===== src/rtl/dice_pkg.sv =====
// Shared types and constants for the dice roller: FSM states, die face limits,
// LFSR taps and the face-advance / feedback helpers.
package dice_pkg;

    typedef enum logic [1:0] {
        ST_IDLE   = 2'd0,
        ST_SPIN   = 2'd1,
        ST_SETTLE = 2'd2,
        ST_DONE   = 2'd3
    } dice_state_e;

    localparam logic [2:0] DIE_MIN   = 3'd1;
    localparam logic [2:0] DIE_MAX   = 3'd6;
    // Taps q[7], q[5], q[4], q[3]
    localparam logic [7:0] LFSR_TAPS = 8'b1011_1000;

    function automatic logic [2:0] die_advance(input logic [2:0] face);
        return (face == DIE_MAX) ? DIE_MIN : face + 3'd1;
    endfunction

    function automatic logic lfsr_feedback(input logic [7:0] q);
        return ^(q & LFSR_TAPS);
    endfunction

endpackage


===== src/rtl/dice_lfsr.sv =====
// Free-running 8-bit Fibonacci LFSR; only the low two bits are consumed
// by the roller, so only those are exported.
module dice_lfsr
    import dice_pkg::*;
#(
    parameter logic [7:0] SEED = 8'hA5
) (
    input  logic       i_clock,
    input  logic       i_reset,
    output logic [1:0] o_low
);

    logic [7:0] r_q;

    // Shift left every clock, feedback into bit 0
    always_ff @(posedge i_clock) begin
        if (i_reset) begin
            r_q <= SEED;
        end else begin
            r_q <= {r_q[6:0], lfsr_feedback(r_q)};
        end
    end

    assign o_low = r_q[1:0];

endmodule


===== src/rtl/dice_roller.sv =====
// Dice roller: spins the face on tick edges while roll is held, then settles
// with growing gaps between advances and presents the result with valid/ack.
module dice_roller
    import dice_pkg::*;
#(
    parameter int         SETTLE_STEPS  = 3,
    parameter bit         RANDOM_SETTLE = 1'b1,
    parameter logic [7:0] LFSR_SEED     = 8'hA5
) (
    input  logic       i_clock,
    input  logic       i_reset,
    input  logic       i_tick,
    input  logic       i_roll,
    input  logic       i_ack,
    output logic [2:0] o_value,
    output logic       o_rolling,
    output logic       o_valid
);

    localparam logic [3:0] SETTLE_BASE = 4'(SETTLE_STEPS);

    dice_state_e r_state;
    dice_state_e w_state_next;
    logic        r_tick_d;
    logic [2:0]  r_value;
    logic [2:0]  w_value_next;
    logic [3:0]  r_k;
    logic [3:0]  w_k_next;
    logic [3:0]  r_gap;
    logic [3:0]  w_gap_next;
    logic [3:0]  r_total;
    logic [3:0]  w_total_next;
    logic [1:0]  w_lfsr_low;
    logic [3:0]  w_extra;
    logic        w_tick_edge;

    dice_lfsr #(
        .SEED (LFSR_SEED)
    ) u_lfsr (
        .i_clock (i_clock),
        .i_reset (i_reset),
        .o_low   (w_lfsr_low)
    );

    assign w_tick_edge = i_tick & ~r_tick_d;
    assign w_extra     = RANDOM_SETTLE ? {2'b00, w_lfsr_low} : 4'd0;

    // State and datapath registers
    always_ff @(posedge i_clock) begin
        if (i_reset) begin
            r_state  <= ST_IDLE;
            r_tick_d <= 1'b0;
            r_value  <= DIE_MIN;
            r_k      <= 4'd0;
            r_gap    <= 4'd0;
            r_total  <= 4'd0;
        end else begin
            r_state  <= w_state_next;
            r_tick_d <= i_tick;
            r_value  <= w_value_next;
            r_k      <= w_k_next;
            r_gap    <= w_gap_next;
            r_total  <= w_total_next;
        end
    end

    // Next-state and datapath update
    always_comb begin
        w_state_next = r_state;
        w_value_next = r_value;
        w_k_next     = r_k;
        w_gap_next   = r_gap;
        w_total_next = r_total;
        case (r_state)
            ST_IDLE: begin
                if (i_roll) begin
                    w_state_next = ST_SPIN;
                end else begin
                    w_state_next = ST_IDLE;
                end
            end
            ST_SPIN: begin
                if (w_tick_edge) begin
                    w_value_next = die_advance(r_value);
                end else begin
                    w_value_next = r_value;
                end
                if (!i_roll) begin
                    w_state_next = ST_SETTLE;
                    w_total_next = SETTLE_BASE + w_extra;
                    w_k_next     = 4'd1;
                    w_gap_next   = 4'd0;
                end else begin
                    w_state_next = ST_SPIN;
                end
            end
            ST_SETTLE: begin
                // r_k - 1 advances are done so far; advancing at k == total is the last one
                if (w_tick_edge) begin
                    if (r_gap + 4'd1 == r_k) begin
                        w_value_next = die_advance(r_value);
                        w_gap_next   = 4'd0;
                        w_k_next     = r_k + 4'd1;
                        if (r_k == r_total) begin
                            w_state_next = ST_DONE;
                        end else begin
                            w_state_next = ST_SETTLE;
                        end
                    end else begin
                        w_gap_next = r_gap + 4'd1;
                    end
                end else begin
                    w_gap_next = r_gap;
                end
            end
            ST_DONE: begin
                if (i_ack) begin
                    w_state_next = ST_IDLE;
                end else begin
                    w_state_next = ST_DONE;
                end
            end
            default: begin
                w_state_next = ST_IDLE;
            end
        endcase
    end

    assign o_value   = r_value;
    assign o_rolling = (r_state == ST_SPIN) || (r_state == ST_SETTLE);
    assign o_valid   = (r_state == ST_DONE);

endmodule

===== config.mk =====
export PLATFORM = sky130hd
export DESIGN_NAME = dice_roller
export DESIGN_NICKNAME = d
export VERILOG_FILES = /design/src/rtl/dice_pkg.sv /design/src/rtl/dice_lfsr.sv /design/src/rtl/dice_roller.sv
export SDC_FILE = /design/constraint.sdc
export NUM_CORES = 1
export LEC_CHECK = 0
export CAP_MARGIN = 40
export CORE_MARGIN = 2
export CORE_UTILIZATION = 50
export CTS_BUF_LIST = sky130_fd_sc_hd__clkbuf_4
export DETAILED_ROUTE_END_ITERATION = 7
export GPL_ROUTABILITY_DRIVEN = 0
export GPL_TIMING_DRIVEN = 0
export PLACE_DENSITY = 0.7
export RECOVER_POWER = 25
export SLEW_MARGIN = 10
export SYNTH_ARGS = -nofsm -noshare
export SYNTH_HDL_FRONTEND = slang
export SYNTH_SLANG_ARGS = --single-unit

===== constraint.sdc =====
create_clock -name i_clock -period 2.9 [get_ports i_clock]
set_clock_uncertainty 0.2 [all_clocks]
set_input_delay 0.58 -clock i_clock [delete_from_list [all_inputs] [get_ports i_clock]]
set_output_delay 0.58 -clock i_clock [all_outputs]
set_load 0.05 [all_outputs]

==> results of run 1 <==
==> cells in the final DEF (no fill, tap or decap), types with 2 or more instances in the layout <==
cell,count
nand3_1,3
nand4b_1,2
a21oi_1,9
xnor2_1,5
o31ai_1,3
or3_1,3
xor2_1,4
nand2b_1,3
nor3_1,2
mux2i_1,3
dfxtp_1,25
or2_2,3
inv_1,6
clkbuf_1,3
ha_1,7
nor2_1,10
o311ai_0,2
nand2_1,7
clkdlybuf4s50_1,7
o21ai_0,6
nor2b_1,10
a211oi_1,5
clkbuf_4,4
==> stage by stage <==
step / util [%] / cell area (um^2) / hold slack (ps)
after floorplan: - / 1290 / 189
after global placement: 57.2 / 1400 / 195
after detailed placement: 57.2 / 1400 / 230
after CTS: 58.4 / 1430 / 251
after global routing: 58.4 / 1430 / 259
final: 58.4 / 1430 / 248
==> logic make-up (layout without fill, tap and decap cells) <==
kind of cell / count (synthesis) / count (layout) / share of synthesized area [%]
flip-flops: 25 / 25 / 38.9
buffers and inverters: 11 / 23 / 3.31
adder cells (fa/ha/maj): 7 / 7 / 6.81
XOR/XNOR: 11 / 11 / 10.0
AND/OR/NAND/NOR: 50 / 50 / 22.9
AO/OA/AOI/OAI: 31 / 31 / 15.8
multiplexers: 3 / 3 / 2.33
==> state kept, by name, summed over array words and instances, names as in the netlist <==
register,count
r_total,3
u_lfsr.r_q,8
r_k,4
o_value,3
r_gap,4
r_tick_d,1
r_state,2
==> path summary, 6_finish.rpt <==
kind | from | end | slack [ps] | cells after the start
min | u_lfsr.r_q[0] | r_total[0] | 250 | 1
min reg2reg | u_lfsr.r_q[0] | r_total[0] | 250 | 1
max | r_state[0] | o_rolling | 210 | 3
max reg2reg | r_gap[0] | r_k[3] | 600 | 6
==> routing by layer <==
layer,up-vias,share of wire (%)
met1,465,50
met3,2,1.4
met2,5,48
li1,512,-
met5,-,0
met4,0,0.53
==> cells in the mapped netlist, drive strengths merged <==
library cell and n:
dfxtp 25, nor2 10, nor2b 10, a21oi 9
ha 7, nand2 7, inv 6, o21ai 6
xnor2 6, a211oi 5, xor2 4, clkbuf 3
mux2i 3, nand2b 3, nand3 3, o31ai 3
or2 3, or3 3, buf 2, nand4b 2
nor3 2, nor3b 2, o311ai 2, a21bo 1
a21o 1, a31o 1, a31oi 1, a41oi 1
and3 1, and4 1, nand3b 1, nand4 1
nor4 1, o2bb2ai 1, xnor3 1
==> report_power, final <==
part | internal, uW | leakage, uW | total (uW) | switching [uW]
sequential | 361 | 0.000205 | 373 | 12.4
clock | 63.1 | 0.0000184 | 167 | 104
combinational | 38.1 | 0.000321 | 88.3 | 50.2
==> cell type report <==
cell class	count	area (um^2)	area share, %
Inverter	6	22.5	1.57
Sequential cell	25	500	34.9
Tap cell	30	37.5	2.62
Buffer	5	20.0	1.40
Clock buffer	4	30.0	2.09
Multi-Input combinational cell	102	743	51.8
Timing Repair Buffer	8	80.1	5.58
==> impl_metrics.csv, run 1 <==
group,metric,value,unit
outcome,status,"finished, final reports clean",
timing,setup_viol,0,
clock_network,clkLatencyLatePin,320,ps
clock_network,clockRootBuffer,"clkbuf_4",
cells_and_area,nFillCells,226,
worst_setup_path,slowest_delay,790,ps
die,dieWidth,54.7,um
synth,syn_inst,138,
die,num_rows,18,
timing,slew_headroom,66.0,%
worst_setup_path,crit_buf_inv,2,
detailed_routing,dr.pass1.iters,3,
clock_network,cts_buffers,3,
global_routing,use_met3,3.55,%
cells_and_area,final_layout_size_suffix_gt1_share,9.33,%
placed_design,hpwl,1860,um
worst_setup_path,worstPathCellList,"inv_1 -> ha_1 -> clkdlybuf4s50_1",
timing,tns,0,ps
die,start_util,52.4,%
global_routing,met1_usage,25.0,%
detailed_routing,initialDrtViolationCount,9,
power,total_power,629,uW
clock_network,cts_max_path_buffers,2,
min_path,hold_path.class,"register to register",
clock_network,cts_tree,"done",
clock_network,htreeDepth,1,
cells_and_area,n_antenna_cell,0,
detailed_routing,post_drt_wl_per_cell,13.6,um
worst_setup_path,worstSetupEndpointType,"output pin",
detailed_routing,vias,984,
timing,fin_crit,2690,ps
clock_network,post_cts_buffers,0,
power,power-per-cell-area,439,nW/um^2
timing,min_period_over_period,92.6,%
global_routing,grt_max_degree,14,
synth,yosys.area.top_type_share,38.9,%
clock_network,cts-resized-gates,0,
timing,grt_setup_unrepaired,"false",
worst_setup_path,crit_family,"buffers and inverters",
placed_design,dp.cells,176,
synth,avgSynthCellArea,9.32,um^2
synth,ys_ff_latch,25,
synth,yosys_warnings,0,
cells_and_area,syn2layout_area_growth,11.5,%
detailed_routing,routed_via_density,5.47,
detailed_routing,drc_errors,0,
clock_network,cts_hold_buf,0,
power,ir_worst_vdd,0.318,mV
worst_setup_path,crit_type,"register to output pin",
detailed_routing,drt-total-wl,2440,um
synth,yosysSeqAreaShare,38.9,%
synth,synthDistinctLibCells,38,
die,dieArea,2990,um^2
cells_and_area,final_nets,163,
cells_and_area,instances_no_fill,180,
synth,ys_top_cells_by_area,"dfxtp_1 39%, ha_1 6.8%, nor2b_1 4.9%",
placed_design,place_ws,469,ps
worst_setup_path,crit_fanout,4,
die,io_pins,10,
clock_network,clkSinkCount,25,
synth,synth_top_area_cell,"dfxtp_1",
global_routing,grt_antenna_before_repair,0,
timing,hold_violations,0,
synth,synth.cell_area,1290,um^2
worst_setup_path,cp_slowest_cell,"clkdlybuf4s50_1",
global_routing,grt.total_usage,18.7,%
worst_setup_path,critPathRequiredTime,2120,ps
global_routing,top_usage_layer,"met2",
run,drv_cap,0,
power,p_leak,0.000545,uW
global_routing,met2_usage,29.4,%
worst_setup_path,crit_path_start_kind,"register",
global_routing,grt_pass1_vias,868,
detailed_routing,ant_nets,0,
synth,synthesis.nets,150,
global_routing,grt_overflow,0,
global_routing,grt_pass1_wl,3970,um
worst_setup_path,worstPathArrival,1910,ps
placed_design,portBuffers,8,
timing,drv_slew,0,
die,core_area,2450,um^2
clock_network,clk_pin_slew,130,ps
timing,fmax,0.372,GHz
timing,setup_ws,214,ps
die,die_h,54.7,um
timing,tightest_slew,511,ps
Note: power is estimated with default switching activity, not from simulation.
==> inputs of run 2 (changes only) <==
Settings changed: SKIP_CTS_REPAIR_TIMING set to 1, SKIP_LAST_GASP set to 1.
==> results of run 2 <==
Final layout, timing and power as in run 1 (identical DEF).
==> edit 1 (settings of run 2) <==
Make the reset (`i_reset`) asynchronous in 2 clocked blocks.
--- a/src/rtl/dice_lfsr.sv
+++ b/src/rtl/dice_lfsr.sv
@@ -13,7 +13,7 @@
     logic [7:0] r_q;
 
     // Shift left every clock, feedback into bit 0
-    always_ff @(posedge i_clock) begin
+    always_ff @(posedge i_clock or posedge i_reset) begin
         if (i_reset) begin
             r_q <= SEED;
         end else begin
--- a/src/rtl/dice_roller.sv
+++ b/src/rtl/dice_roller.sv
@@ -46,7 +46,7 @@
     assign w_extra     = RANDOM_SETTLE ? {2'b00, w_lfsr_low} : 4'd0;
 
     // State and datapath registers
-    always_ff @(posedge i_clock) begin
+    always_ff @(posedge i_clock or posedge i_reset) begin
         if (i_reset) begin
             r_state  <= ST_IDLE;
             r_tick_d <= 1'b0;
Function: differs if i_reset is asserted again (counterexample within 4 cycles, from zero or initial values and one cycle with i_reset high); with i_reset held inactive, the same outputs for 10 cycles.
==> edit 1 against run 2 <==
Die area rose by 0.99%. Cell area rose by 2.7%. Cell count decreased by 9.4%. Sequential cell count stayed put. Critical endpoint unchanged. Via count down 9.2%. Setup slack worse by 0.040 ns. Area after synthesis is 1.1% higher. Routed wire length down 4.5%. Count of clock-buffer cells in the layout is 1 lower. Synthesized cell count fell by 14%. First-iteration DRC count shrank 22%.
Power is not compared: it rests on default switching activity, and its combinational part moved more than twofold at a synthesized area within 25%.
==> edit 1: results (changes against run 2) <==
[clocking]
clk_pin_slew_ns=0.14
cts_buffers=3  ; unchanged
clk_root_buffer_cell=clkbuf_4
htreeDepth=1  ; unchanged
cts_buffer_depth=2  ; unchanged
clkLatencyLatePin_ns=0.32  ; about the same

[global_route]
grt_pass1_wl_um=4100  ; +3.1%
grt_pass1_vias=963  ; +11%
grt_use_total_pct=19.4  ; +0.75 points
grt_max_degree=16  ; +2
antenna_found_initial=0  ; unchanged

[worst_setup_path]
r2r_slack_ns=0.69  ; +0.09 ns
rr_worst_depth=6  ; unchanged
endpoint=o_rolling
cp_slowest_cell=clkdlybuf4s50_1
critPathTopFamily=buffers and inverters
r2r_end=r_k[2]$_DFFE_PP0P_
worstPathArrival_ns=1.95  ; +0.04 ns
critPathMaxStageDelay_ns=0.82  ; +0.03 ns
cp-startpoint=r_state[1]$_DFFE_PP0P_
cp_max_fo=4  ; unchanged
r2r-start=r_gap[0]$_DFFE_PP0P_

[layout]
drive_above_1_share_pct=11.3  ; +1.9 points
antennaDiodeCount=0  ; unchanged
reg.largest.list=u_lfsr.r_q (8), r_gap (4), r_k (4)
fillers=227  ; +0.44%
final_nets=146  ; -10%

[sta]
drv_slew=0  ; unchanged
tightest_slew_ns=0.528  ; +0.0170 ns
finalWorstSetupSlack_ns=0.174  ; -0.0400 ns

[yosys]
synth-seq-area-share_pct=48.6  ; +9.7 points
synthArstFlopShare_pct=100  ; +100 points
synthTopCellsByArea=dfrtp_1, dfstp_2, ha_1, o21ai_0, nand2_1
ys_types=36  ; -5.3%
syn-num-nets=131  ; -13%
synthFlopType=dfrtp_1
synthTopCellsByCount=dfrtp_1, nand2_1, o21ai_0

[min_path]
hold_path_depth=0  ; -1
min_path_type=register to register
whs_endpoint=u_lfsr.r_q[7]$_DFF_PP1_
min-delay-start=u_lfsr.r_q[6]$_DFF_PP0_

[drt]
drt_iter0_markers=7  ; -2
dr.pass1.iters=4  ; +1
wirelength_um=2330  ; -4.5%
dr_total_vias=893  ; -9.2%

[placement]
hpwl_um=1820  ; -2.2%
io_buffers=9  ; +1
place_ws_ns=0.348  ; -0.121 ns

[run_status]
status=finished, final reports clean

[power]
peakVddDrop_v=0.000631

edit 1: worst register-to-register path, cell delays in order (launching register included):
cell	delay, ns
dfrtp_1	0.46
ha_1	0.35
xnor2_1	0.19
nand3_2	0.19
nor3_4	0.32
a21oi_1	0.12
a211o_1	0.28
edit 1: area by class of cell:
cell class | instances | area (um^2) | area share (%)
flip-flops and latches | 25 | 632 | 42.9
repair buffers | 10 | 105 | 7.14
inverters | 9 | 33.8 | 2.29
clock inverters | 1 | 7.51 | 0.510
clock buffers | 3 | 22.5 | 1.53
well taps | 30 | 37.5 | 2.55
multi-input cells | 85 | 634 | 43.1
edit 1: cells by family after synthesis:
group,count (synthesis),synth area share (%)
flip-flops,25,48.6
buffers and inverters,9,2.60
XOR/XNOR,11,9.63
adder cells (fa/ha/maj),7,6.74
AO/OA/AOI/OAI,31,15.3
multiplexers,2,1.54
AND/OR/NAND/NOR,34,15.6
edit 1: metal layers:
metal	part of all wire, %	up-vias	GRT usage, %
li1	-	442	-
met1	47	442	23.4
met2	50	7	34.9
met3	1.5	2	3.23
met4	0.56	0	6.50
met5	0	-	0
edit 1: stage by stage:
step | std cells | hold WS, ns | utilization (%) | cell area [um^2]
floorplan | 119 | 0.133 | - | 1300
global placement | 158 | 0.140 | 57.6 | 1430
detailed placement | 159 | 0.144 | 58.2 | 1440
CTS | 163 | 0.182 | 59.4 | 1470
global route | 163 | 0.188 | 59.4 | 1470
finish | 163 | 0.178 | 59.4 | 1470
edit 1: report_power, final:
group / internal (mW) / switching [mW]
clock network: 0.0526 / 0.104
registers: 0.408 / 0.0538
logic: 0.188 / 0.346
==> edit 2 (config.mk and constraints of run 2) <==
Made on the original files. Change the package constant `DIE_MAX` from 3'd6 to 3'd5.
--- a/src/rtl/dice_pkg.sv
+++ b/src/rtl/dice_pkg.sv
@@ -10,7 +10,7 @@
     } dice_state_e;
 
     localparam logic [2:0] DIE_MIN   = 3'd1;
-    localparam logic [2:0] DIE_MAX   = 3'd6;
+    localparam logic [2:0] DIE_MAX   = 3'd5;
     // Taps q[7], q[5], q[4], q[3]
     localparam logic [7:0] LFSR_TAPS = 8'b1011_1000;
 
Behaviour: same outputs for any inputs over 10 cycles, from zero or initial values and one cycle with i_reset high; that may be too few to reach the edited logic, so the function may still have changed.
==> edit 2 against run 2 <==
Setup slack better by 0.0078 ns. Routed wire length up 2.0%. Sequential cell count unchanged. Critical path type unchanged. Critical endpoint unchanged. Area after synthesis down 0.29%. Hold slack worse by 0.020 ns. Count of clock-buffer cells in the layout down 1. Power down 4.2%. Cell area up 0.26%.
==> edit 2: results (changes against run 2) <==
[run_status]
status=finished, final reports clean

[global_route]
grt_use_total_pct=20.2  ; +1.6 points
grt_pass1_wl_um=4280  ; +7.8%

[power]
swShare_pct=26.3  ; -0.25 points
combPwrFrac_pct=12.7  ; -1.3 points
clkPwrFrac_pct=26.0  ; -0.6 points
p_leak_nw=0.565  ; +3.7%
peakVddDrop_v=0.000385  ; +21%

[placement]
hpwl_um=1900  ; +1.9%

[drt]
drt_iter0_markers=28  ; +19
post_drt_wl_per_cell_um=13.2  ; -2.3%
avgViaCountPerCell=5.47  ; +0.12%

[layout]
fillers=223  ; -1.3%
final_nets=171  ; +4.9%
inverters=11  ; +5
final-clk-cell-share_pct=1.91  ; -0.18 points
seq_area_share_pct=34.8  ; -0.091 points
multi_input_area_share_pct=50.1  ; -1.7 points

[sta]
tightest_slew_ns=0.571  ; +0.0608 ns

[yosys]
ys_types=39  ; +2.6%
synth-seq-area-share_pct=39.0  ; +0.11 points
synth_fa_ha_area_share_pct=6.83  ; +0.020 points
synth_compound_area_share_pct=16.9  ; +1.1 points

[worst_setup_path]
r2r-start=r_state[1]$_SDFFE_PP0P_

[min_path]
min-delay-start=u_lfsr.r_q[6]$_SDFF_PP0_

-- edit 2: logic make-up (layout without fill, tap and decap cells) --
logic type,Yosys count,count (layout)
simple gates,50,50
buf+inv,16,29
xor+xnor,13,13
fa+ha+maj,7,7
compound gates,32,32
mux,2,2
flops,25,25
-- edit 2: per-stage QoR --
stage / std cells / total power [mW] / hold slack (ns) / util, %
after floorplan: 145 / 0.430 / 0.189 / -
after global placement: 184 / 0.451 / 0.197 / 57.4
after detailed placement: 184 / 0.454 / 0.203 / 57.4
after CTS: 188 / 0.612 / 0.232 / 58.6
after global routing: 188 / 0.634 / 0.256 / 58.6
final: 188 / 0.603 / 0.227 / 58.6
-- edit 2: per-layer routing --
layer	share of wire (%)	GRT usage, %	vias up
li1	-	-	526
met1	48	25.1	478
met2	46	32.7	18
met3	3.7	3.83	7
met4	2.4	10.8	0
met5	0	0	-
